File: config.mk
export PLATFORM = sky130hd
export DESIGN_NAME = clk_gate_ctrl
export DESIGN_NICKNAME = d
export VERILOG_FILES = /design/src/rtl/clk_gate_ctrl.sv
export SDC_FILE = /design/constraint.sdc
export NUM_CORES = 1
export LEC_CHECK = 0
export CORE_AREA = 2 2 65 67
export CTS_BUF_LIST = sky130_fd_sc_hd__clkbuf_8
export DETAILED_ROUTE_END_ITERATION = 8
export DIE_AREA = 0 0 67 69
export GPL_TIMING_DRIVEN = 1
export PLACE_DENSITY_LB_ADDON = 0.15
export SYNTH_ARGS = -nofsm -noshare
export SYNTH_HDL_FRONTEND = slang
export SYNTH_SLANG_ARGS = --single-unit
File: constraint.sdc
create_clock -name clk_i -period 2.1 [get_ports clk_i]
set_input_delay 0.21 -clock clk_i [delete_from_list [all_inputs] [get_ports clk_i]]
set_output_delay 0.21 -clock clk_i [all_outputs]
set_load 0.05 [all_outputs]
File: src/rtl/clk_gate_ctrl.sv
// -----------------------------------------------------------------------------
// clk_gate_ctrl
//   Auto clock-gating controller. It owns the enable side of one integrated
//   clock-gating cell and delivers the gated clock clk_o to a downstream
//   domain. The clock is gated after a programmable run of idle cycles and
//   ungated on a wake request or on busy. Once the clock is running and has
//   settled, wake_ack_o tells the requester.
//
// Parameters
//   IDLE_CNT_W  width of the idle counter and of idle_thresh_i
//   WAKE_LAT    cycles spent in WAKING before ack (legal range 1..15)
//   EVT_CNT_W   width of the saturating gate-event counter
//
// Ports
//   clk_i          free-running clock
//   rst_ni         asynchronous reset, active low
//   test_en_i      scan enable; forces clk_o running, FSM unaffected
//   auto_gate_en_i 1 = auto gating allowed
//   sw_force_on_i  1 = keep clock on, overrides auto gating
//   idle_thresh_i  gate after idle_thresh_i+1 consecutive idle cycles
//   busy_i         domain busy; non-idle, wakes the clock when gated
//   wake_req_i     level wake request, held until wake_ack_o=1
//   wake_ack_o     1 = clock running and settled (state ON)
//   gate_en_o      registered ICG enable
//   clk_o          gated clock
//   evt_clr_i      synchronous clear of evt_cnt_o
//   evt_cnt_o      number of ON->GATED transitions, saturating
// -----------------------------------------------------------------------------
module clk_gate_ctrl #(
    parameter int IDLE_CNT_W = 8,
    parameter int WAKE_LAT   = 2,
    parameter int EVT_CNT_W  = 16
) (
    input  logic                  clk_i,
    input  logic                  rst_ni,
    input  logic                  test_en_i,
    input  logic                  auto_gate_en_i,
    input  logic                  sw_force_on_i,
    input  logic [IDLE_CNT_W-1:0] idle_thresh_i,
    input  logic                  busy_i,
    input  logic                  wake_req_i,
    output logic                  wake_ack_o,
    output logic                  gate_en_o,
    output logic                  clk_o,
    input  logic                  evt_clr_i,
    output logic [EVT_CNT_W-1:0]  evt_cnt_o
);

    typedef enum logic [1:0] {
        ST_ON     = 2'd0,
        ST_GATED  = 2'd1,
        ST_WAKING = 2'd2
    } state_t;

    localparam logic [3:0] WAKE_INIT = 4'(WAKE_LAT - 1);

    state_t                r_state;
    state_t                w_state_nxt;
    logic [IDLE_CNT_W-1:0] r_idle_cnt;
    logic [IDLE_CNT_W-1:0] w_idle_cnt_nxt;
    logic [3:0]            r_wake_cnt;
    logic [3:0]            w_wake_cnt_nxt;
    logic [EVT_CNT_W-1:0]  r_evt_cnt;
    logic                  r_gate_en;
    logic                  r_wake_ack;
    logic                  r_en_lat;
    logic                  w_idle;
    logic                  w_gate_evt;

    assign w_idle = auto_gate_en_i & ~sw_force_on_i & ~busy_i & ~wake_req_i;

    always_comb begin
        w_state_nxt    = r_state;
        w_idle_cnt_nxt = r_idle_cnt;
        w_wake_cnt_nxt = r_wake_cnt;
        w_gate_evt     = 1'b0;
        case (r_state)
            ST_ON: begin
                if (!w_idle) begin
                    w_idle_cnt_nxt = '0;
                end else if (r_idle_cnt >= idle_thresh_i) begin
                    // Threshold is compared live, so lowering it below the
                    // current count gates on the very next idle cycle.
                    w_state_nxt    = ST_GATED;
                    w_idle_cnt_nxt = '0;
                    w_gate_evt     = 1'b1;
                end else if (r_idle_cnt != '1) begin
                    w_idle_cnt_nxt = r_idle_cnt + 1'b1;
                end
            end
            ST_GATED: begin
                w_idle_cnt_nxt = '0;
                if (!w_idle) begin
                    w_state_nxt    = ST_WAKING;
                    w_wake_cnt_nxt = WAKE_INIT;
                end
            end
            ST_WAKING: begin
                // Wake always runs to completion; going idle again here does
                // not abort back to GATED.
                w_idle_cnt_nxt = '0;
                if (r_wake_cnt == 4'd0) begin
                    w_state_nxt = ST_ON;
                end else begin
                    w_wake_cnt_nxt = r_wake_cnt - 4'd1;
                end
            end
            default: begin
                w_state_nxt    = ST_ON;
                w_idle_cnt_nxt = '0;
            end
        endcase
    end

    // Outputs get their own flops, loaded from the next state, so they are
    // clean register outputs rather than a decode of the state vector.
    always_ff @(posedge clk_i or negedge rst_ni) begin
        if (!rst_ni) begin
            r_state    <= ST_ON;
            r_idle_cnt <= '0;
            r_wake_cnt <= '0;
            r_gate_en  <= 1'b1;
            r_wake_ack <= 1'b1;
        end else begin
            r_state    <= w_state_nxt;
            r_idle_cnt <= w_idle_cnt_nxt;
            r_wake_cnt <= w_wake_cnt_nxt;
            r_gate_en  <= (w_state_nxt != ST_GATED);
            r_wake_ack <= (w_state_nxt == ST_ON);
        end
    end

    // Clear wins over a same-cycle gate event.
    always_ff @(posedge clk_i or negedge rst_ni) begin
        if (!rst_ni) begin
            r_evt_cnt <= '0;
        end else if (evt_clr_i) begin
            r_evt_cnt <= '0;
        end else if (w_gate_evt && (r_evt_cnt != '1)) begin
            r_evt_cnt <= r_evt_cnt + 1'b1;
        end
    end

    // Clock-gating cell: the enable is captured while clk_i is low, so it can
    // only change during the low phase and clk_o never shows a runt pulse.
    always_latch begin
        if (!clk_i) begin
            r_en_lat <= r_gate_en | test_en_i;
        end
    end

    assign clk_o      = clk_i & r_en_lat;
    assign gate_en_o  = r_gate_en;
    assign wake_ack_o = r_wake_ack;
    assign evt_cnt_o  = r_evt_cnt;

endmodule

==> results of run 1 <==
## placed cells by master, fill, tap and decap left out, types with 2 or more instances in the layout
| master | synthesis | routed |
|---|---|---|
| o21ai_0 | 3 | 3 |
| or3_1 | 3 | 2 |
| a211oi_1 | 2 | 2 |
| xor2_1 | 15 | 14 |
| a21oi_1 | 9 | 9 |
| dfrtp_1 | 30 | 28 |
| nand4_1 | 9 | 9 |
| nand2_1 | 13 | 12 |
| and3_1 | 7 | 7 |
| a31oi_1 | 3 | 2 |
| nand2b_1 | 3 | 3 |
| buf_4 | 0 | 18 |
| o21ai_1 | 3 | 3 |
| and2_4 | 0 | 2 |
| nor3_1 | 2 | 2 |
| inv_1 | 14 | 15 |
| ha_1 | 12 | 10 |
| ha_4 | 0 | 2 |
| xnor2_1 | 2 | 2 |
| dfrtp_2 | 0 | 2 |
| clkbuf_8 | 0 | 9 |
| clkdlybuf4s50_1 | 0 | 33 |
| nand3_1 | 11 | 10 |
| nor2_1 | 31 | 31 |
| dfstp_2 | 2 | 2 |
| or3_4 | 1 | 2 |
| buf_12 | 0 | 2 |
## kinds of logic after synthesis
family,after synthesis,share of synthesized area
compound gates,22,0.0697
xor+xnor,17,0.0821
fa+ha+maj,12,0.0828
buf+inv,19,0.0393
flops,32,0.443
latches,1,0.00828
mux,1,0.00552
simple gates,92,0.269
## how the worst min path moves through the flow
| stage | from | end | slack (ps) | cells after the start |
|---|---|---|---|---|
| 2_1_floorplan | rst_ni | evt_cnt_o[0]$_DFFE_PN0P_ | -90 | 0 |
| 3_3_place_gp | r_wake_cnt[0]$_DFFE_PN0P_ | r_wake_cnt[0]$_DFFE_PN0P_ | 480 | 1 |
| 6_report | rst_ni | evt_cnt_o[13]$_DFFE_PN0P_ | 220 | 2 |
| 3_5_place_dp | r_wake_cnt[0]$_DFFE_PN0P_ | r_wake_cnt[0]$_DFFE_PN0P_ | 500 | 1 |
| 5_1_grt | rst_ni | evt_cnt_o[3]$_DFFE_PN0P_ | 260 | 2 |
| 4_1_cts | rst_ni | evt_cnt_o[12]$_DFFE_PN0P_ | 220 | 2 |
## stage by stage
stage	total power, W	area, um^2	hold slack [ps]	worst slack [ps]
floorplan	0.000854	1830	-85.6	20.9
global route	0.00184	2660	262	-268
finish	0.00176	2660	218	-233
global placement	0.000953	2350	484	-409
CTS	0.00179	2590	224	-246
detailed placement	0.000960	2350	499	-453
## power groups by stage
stage	clock [W]	sequential, W	combinational, W
finish	0.000929	0.000683	0.000151
global route	0.000982	0.000685	0.000172
CTS	0.000956	0.000683	0.000149
detailed placement	0.000123	0.000694	0.000143
global placement	0.000123	0.000693	0.000136
floorplan	0.0000870	0.000691	0.0000766
## what timing repair did
action | 4_1_cts | 5_1_grt
setup buffers | 1 | 3
pin swaps | 6 | 7
resized for setup | 16 | 7
gates cloned | 0 | 0
setup endpoints to repair | 18 | 19
## critical path, stage by stage, from the launching register on
cell and delay (ps):
dlxtn_1 390, and2_4 130, buf_8 140
## per-layer routing
metal	track usage	vias to the layer above	part of all wire	wire length (um)
met5	0	-	0	0
met2	0.261	38	0.45	1760
met3	0.0669	8	0.055	212
met4	0.0884	0	0.021	81
met1	0.238	708	0.47	1810
li1	-	794	-	-
## registers in the layout, summed over array words and instances, names as in the netlist
name,flops
evt_cnt_o,16
r_idle_cnt,8
r_wake_cnt,4
r_state,2
gate_en_o,1
r_en_lat,1
wake_ack_o,1
## cell type report
class,instances,area share
Inverter,14,0.0198
Clock buffer,10,0.0523
Tap cell,50,0.0236
Clock inverter,2,0.0127
Multi-Input combinational cell,144,0.388
Sequential cell,33,0.309
Timing Repair Buffer,54,0.195
==> flow_summary.json, run 1 <==
{
  "internal_power_w": 0.00132,
  "dr.pass1.iters": 4,
  "num_vias": 1548,
  "synth_nets": 224,
  "async_flop_share": 0.970,
  "io_pins": 35,
  "tightest_slew_ps": 604,
  "start_util": 0.463,
  "clockPowerShare": 0.527,
  "antenna_found_initial": 0,
  "routed_wl_mm": 3.86,
  "die-area_mm2": 0.00462,
  "r2r_cells": 7,
  "grt_pass1_vias": 1397,
  "combPwrFrac": 0.086,
  "power.switching_w": 0.000447,
  "n_fill_cell": 320,
  "n_antenna_cell": 0,
  "netlist.area_leader.share": 0.414,
  "grt_overflow": 0,
  "yosys-top-cells-count": "nor2_1 (31), dfrtp_1 (30), xor2_1 (15)",
  "post-place-cells": 292,
  "end_kind": "output pin",
  "grt_max_degree": 33,
  "synth-main-ff-cell": "dfrtp_1",
  "regArea_um2": 821,
  "wire_per_inst_um": 12.6,
  "ctsHoldBuffers": 0,
  "violations": "setup timing",
  "place_hpwl_mm": 2.70,
  "path_max_fanout": 1,
  "sw_frac_of_total": 0.253,
  "core_area_mm2": 0.00391,
  "p_per_area_mw_per_mm2": 664,
  "worst_slack_ps": -233,
  "cp.arrival_ps": 2120,
  "netlist_instances": 196,
  "hp-class": "input pin to asynchronous set/reset pin",
  "r2r-start": "r_idle_cnt[7]$_DFFE_PN0P_",
  "synth_area_leaders": "dfrtp_1 (41%), ha_1 (8.3%), xor2_1 (7.2%)",
  "yosys.area.top_type": "dfrtp_1",
  "start_kind": "latch",
  "drcViolationCount": 0,
  "layout.cells.non_filler": 307,
  "yosysWarnings": 0,
  "hold_violations": 0,
  "drt_iter0_markers": 44,
  "synth_most_common_cell": "nor2_1",
  "max-cap-violations": 0,
  "clock_skew_ps": 5.54,
  "drive_gt1_frac": 0.206,
  "fin_nets": 284,
  "synth_edf_count": 0,
  "ys_seq_elements": 33,
  "timing.rr.end": "evt_cnt_o[13]$_DFFE_PN0P_",
  "finalSetupTns_ps": -248,
  "cp.required_ps": 1890,
  "cp-endpoint": "clk_o",
  "vias_per_cell": 5.04,
  "final_util": 0.679,
  "clkLatencyLatePin_ps": 400,
  "die-width_um": 67,
  "cts_tree": "built",
  "avgSynthCellArea_um2": 9.25,
  "clk_pin_slew_worst_paths_ps": 70,
  "synthesis.area_mm2": 0.00181,
  "grt_first_pass_wirelength_mm": 6.23,
  "rsz0062_at_grt": "true",
  "outcome": "finished with violations",
  "slew_violations": 0,
  "timing_worst_setup_path_type": "latch to output pin",
  "seqPwrFrac": 0.387,
  "max_slew_margin": 0.596,
  "area_growth_pct": 46.5,
  "leakagePower_nw": 1.22,
  "num_rows": 23,
  "io_buffer_count": 34,
  "ir_drop_mv": 1.08,
  "place_congestion": 0.784,
  "startpoint": "r_en_lat$_DLATCH_N_",
  "grt.total_usage": 0.181,
  "die_h_um": 69,
  "drtAntennaViolNets": 0,
  "multi_input_area_mm2": 0.00103,
  "r2r_slack_ps": -10,
  "yosysUniqueCellTypes": 35,
  "setup_viol": 4
}
Note: power is estimated with default switching activity, not from simulation.
==> run 2: changes to the inputs <==
Settings changed: CORE_AREA 2 2 65 67 to 2 2 71 73, DIE_AREA 0 0 67 69 to 0 0 73 75, MAX_ROUTING_LAYER from default to met4.
==> flow_summary.json, run 2 (same netlist as run 1, synthesis figures left out) <==
{
  "max_slew_margin": 0.614,
  "routed_wl_mm": 4.00,
  "place_hpwl_mm": 2.60,
  "drt_iter0_markers": 43,
  "crit_slowest_cell": "dlxtn_1",
  "dpl_cell_area_mm2": 0.00234,
  "die-width_um": 73,
  "start_util": 0.389,
  "vias_per_cell": 5.03,
  "clk_pin_slew_worst_paths_ps": 70,
  "drtAntennaViolNets": 0,
  "sw_frac_of_total": 0.282,
  "r2r_slack_ps": -40,
  "p_per_area_mw_per_mm2": 605,
  "grt_first_pass_wirelength_mm": 6.62,
  "die_h_um": 75,
  "core_area_mm2": 0.00466,
  "drive_gt1_frac": 0.228,
  "outcome": "finished with violations",
  "antenna_found_initial": 0,
  "path_max_fanout": 1,
  "grt.total_usage": 0.165,
  "cts_tree": "built",
  "crit_family": "latches",
  "finalSetupTns_ps": -308,
  "place_ws_ps": -454,
  "cp.buffers_inverters": 1,
  "clockPowerShare": 0.486,
  "timing_worst_setup_path_type": "latch to output pin",
  "io_pins": 35,
  "worst_slack_ps": -233,
  "final_util": 0.574,
  "clock_skew_ps": 7.98,
  "cp.arrival_ps": 2120,
  "internal_power_w": 0.00116,
  "leakagePower_nw": 1.24,
  "grt_max_degree": 33,
  "fin_nets": 286,
  "combPwrFrac": 0.094,
  "max_stage_delay_ps": 390,
  "n_fill_cell": 402,
  "dr.pass1.iters": 4,
  "n_antenna_cell": 0,
  "final_area_mm2": 0.00268,
  "power.switching_w": 0.000456,
  "drcViolationCount": 0,
  "start_kind": "latch",
  "num_vias": 1573,
  "io_buffer_count": 34,
  "tightest_slew_ps": 577,
  "final_cell_mix": "clkdlybuf4s50_1 (33), nor2_1 (30), dfrtp_1 (28), buf_4 (19)",
  "end_kind": "output pin",
  "cp.required_ps": 1890,
  "area_growth_pct": 47.6,
  "max-cap-violations": 0,
  "total_power_w": 0.00162,
  "grt_pass1_vias": 1478,
  "die-area_mm2": 0.00548,
  "clkLatencyLatePin_ps": 390,
  "layout.cells.most_common": "clkdlybuf4s50_1",
  "place_congestion": 0.790,
  "ir_drop_mv": 0.426,
  "seqPwrFrac": 0.421,
  "largest_reg_flops": 16,
  "grt_overflow": 0,
  "hp-class": "input pin to asynchronous set/reset pin",
  "slew_violations": 0,
  "violations": "setup timing",
  "wire_per_inst_um": 12.8,
  "num_rows": 25,
  "hold_violations": 0,
  "rsz0062_at_grt": "true",
  "setup_viol": 4,
  "crit_chain": "and2_4, buf_8"
}
==> run 2: final timing paths <==
check	from	endpoint	cells past startpoint
worst max-delay path	r_en_lat$_DLATCH_N_	clk_o	2
worst min-delay path	rst_ni	r_idle_cnt[2]$_DFFE_PN0P_	2
worst max register to register	r_idle_cnt[7]$_DFFE_PN0P_	evt_cnt_o[13]$_DFFE_PN0P_	7
worst min register to register	r_wake_cnt[0]$_DFFE_PN0P_	r_wake_cnt[0]$_DFFE_PN0P_	1
max in group asynchronous	rst_ni	wake_ack_o$_DFF_PN1_	2
min in group clk_i	r_wake_cnt[0]$_DFFE_PN0P_	r_wake_cnt[0]$_DFFE_PN0P_	1
==> run 2: per-layer routing <==
metal  GRT usage  vias up  part of all wire
li1            -      798                 -
met1       0.207      740              0.50
met2       0.248       29              0.45
met3      0.0442        6             0.036
met4      0.0761        0             0.015
met5           -        -                 0
==> run 2: metrics by stage <==
stage,hold slack (ps),cells
after detailed placement,484,295
after CTS,228,307
after floorplan,-85.6,196
final,215,313
after global placement,480,295
after global routing,268,313
==> run 2: area by class of cell <==
cell class                      count  area (um^2)  area share
Tap cell                           54         67.6      0.0252
Clock inverter                      3         17.5     0.00655
Inverter                           14         52.6      0.0196
Sequential cell                    33          821       0.307
Multi-Input combinational cell    145         1090       0.406
Clock buffer                        9          125      0.0468
Timing Repair Buffer               55          507       0.189
==> run 2: timing repair <==
| item | in CTS | in global routing |
|---|---|---|
| pin swaps | 1 | 11 |
| setup endpoints to repair | 17 | 22 |
| resized for setup | 13 | 18 |
| hold buffers | 0 | 0 |
| setup buffers | 0 | 6 |
| cloned | 1 | 0 |
==> run 2: worst register-to-register path, cell delays in order (launching register included) <==
cell and delay [ps]:
dfrtp_1 410, ha_4 280, nand2_2 50, or3_4 380
o221ai_4 330, nand3b_4 130, or3_1 330, a21oi_1 140
==> run 2: power groups by stage <==
stage	registers (W)	logic [W]	clock network [W]
2_1_floorplan	0.000691	0.0000766	0.0000870
3_3_place_gp	0.000693	0.000136	0.000123
3_5_place_dp	0.000692	0.000137	0.000123
4_1_cts	0.000681	0.000146	0.000782
5_1_grt	0.000685	0.000176	0.000838
6_report	0.000681	0.000151	0.000786
==> run 3: changes to the inputs <==
Settings changed: CORE_AREA 2 2 71 73 to 2 2 65 67, DIE_AREA 0 0 73 75 to 0 0 67 69, REMOVE_ABC_BUFFERS from default to 1.
==> flow_summary.json, run 3 (same netlist as run 1, synthesis figures left out) <==
{
  "ir_drop_mv": 0.570,
  "vias_per_cell": 5.17,
  "cts_tree": "built",
  "r2r_slack_ps": -20,
  "place_congestion": 0.792,
  "fin_nets": 286,
  "violations": "setup timing",
  "crit_slowest_cell": "dlxtn_1",
  "grt.total_usage": 0.186,
  "dr.pass1.iters": 4,
  "drt_iter0_markers": 80,
  "die_h_um": 69,
  "place_hpwl_mm": 2.63,
  "setup_viol": 3,
  "largest_reg_flops": 16,
  "crit_chain": "and2_4, buf_8",
  "grt_overflow": 0,
  "cp.arrival_ps": 2130,
  "drive_gt1_frac": 0.224,
  "r2r-start": "r_idle_cnt[5]$_DFFE_PN0P_",
  "clk_pin_slew_worst_paths_ps": 70,
  "area_growth_pct": 47.6,
  "hp-class": "input pin to asynchronous set/reset pin",
  "timing.rr.end": "evt_cnt_o[13]$_DFFE_PN0P_",
  "die-area_mm2": 0.00462,
  "start_util": 0.463,
  "leakagePower_nw": 1.28,
  "drcViolationCount": 0,
  "core_area_mm2": 0.00391,
  "io_pins": 35,
  "max-cap-violations": 0,
  "max_stage_delay_ps": 390,
  "io_buffer_count": 34,
  "wire_per_inst_um": 13.2,
  "n_fill_cell": 303,
  "layout.cells.non_filler": 309,
  "antenna_found_initial": 0,
  "crit_family": "latches",
  "post-place-cells": 295,
  "start_kind": "latch",
  "outcome": "finished with violations",
  "clock_skew_ps": 9.66,
  "path_max_fanout": 1,
  "tightest_slew_ps": 653,
  "p_per_area_mw_per_mm2": 662,
  "n_antenna_cell": 0,
  "worst_slack_ps": -240,
  "r2r_cells": 8,
  "timing_worst_setup_path_type": "latch to output pin",
  "rsz0062_at_grt": "true",
  "drtAntennaViolNets": 0,
  "hold_violations": 0,
  "cp.buffers_inverters": 1,
  "die-width_um": 67,
  "layout.cells.most_common": "nor2_1",
  "slew_violations": 0,
  "clkLatencyLatePin_ps": 400,
  "routed_wl_mm": 4.08,
  "num_vias": 1597,
  "num_rows": 23,
  "final_cell_mix": "nor2_1 (31), dfrtp_1 (30), clkdlybuf4s50_1 (29), buf_4 (18), inv_1 (15)",
  "grt_max_degree": 33,
  "grt_pass1_vias": 1474,
  "end_kind": "output pin",
  "ctsHoldBuffers": 0,
  "final_util": 0.684,
  "cp.required_ps": 1890,
  "max_slew_margin": 0.564,
  "grt_first_pass_wirelength_mm": 6.42
}
## run 3: power by group
part / switching, W / internal [W]
sequential: 0.0000245 / 0.000658
combinational: 0.0000732 / 0.0000723
clock: 0.000360 / 0.000582
## run 3: cell type report
| class | instances | area, um^2 | share of cell area |
|---|---|---|---|
| Multi-Input combinational cell | 144 | 1040 | 0.388 |
| Inverter | 14 | 52.6 | 0.0196 |
| Clock inverter | 2 | 33.8 | 0.0126 |
| Clock buffer | 10 | 139 | 0.0519 |
| Timing Repair Buffer | 56 | 532 | 0.199 |
| Sequential cell | 33 | 818 | 0.306 |
| Tap cell | 50 | 62.6 | 0.0234 |
## run 3: stage by stage
stage | total power (W) | TNS [ps] | hold WS (ps) | setup WS, ps | instance area, um^2
floorplan | 0.000850 | -4500 | -85.6 | -385 | 1790
global placement | 0.000952 | -7390 | 484 | -411 | 2350
detailed placement | 0.000957 | -8030 | 497 | -444 | 2350
CTS | 0.00178 | -250 | 223 | -250 | 2530
global route | 0.00185 | -773 | 251 | -275 | 2680
finish | 0.00177 | -263 | 211 | -240 | 2680
## run 3: routing by layer
layer | GRT usage | share of wire | up-vias
li1 | - | - | 794
met1 | 0.241 | 0.47 | 750
met2 | 0.250 | 0.47 | 45
met3 | 0.0604 | 0.049 | 8
met4 | 0.109 | 0.017 | 0
met5 | - | 0 | -
## run 3: how the worst max path moves through the flow
stage	from	to	slack (ps)	depth (start not counted)
floorplan	r_idle_cnt[5]$_DFFE_PN0P_	evt_cnt_o[13]$_DFFE_PN0P_	-390	7
global placement	sw_force_on_i	evt_cnt_o[13]$_DFFE_PN0P_	-410	7
finish	r_en_lat$_DLATCH_N_	clk_o	-240	2
CTS	r_en_lat$_DLATCH_N_	clk_o	-250	2
global route	r_en_lat$_DLATCH_N_	clk_o	-270	2
detailed placement	sw_force_on_i	evt_cnt_o[13]$_DFFE_PN0P_	-440	7
## run 3: timing repair
item,4_1_cts,5_1_grt
hold endpoints to repair,0,0
endpoints found under the setup margin,7,22
buffers inserted,1,2
gates cloned,0,0
resized for setup,11,25
pin swaps,2,9
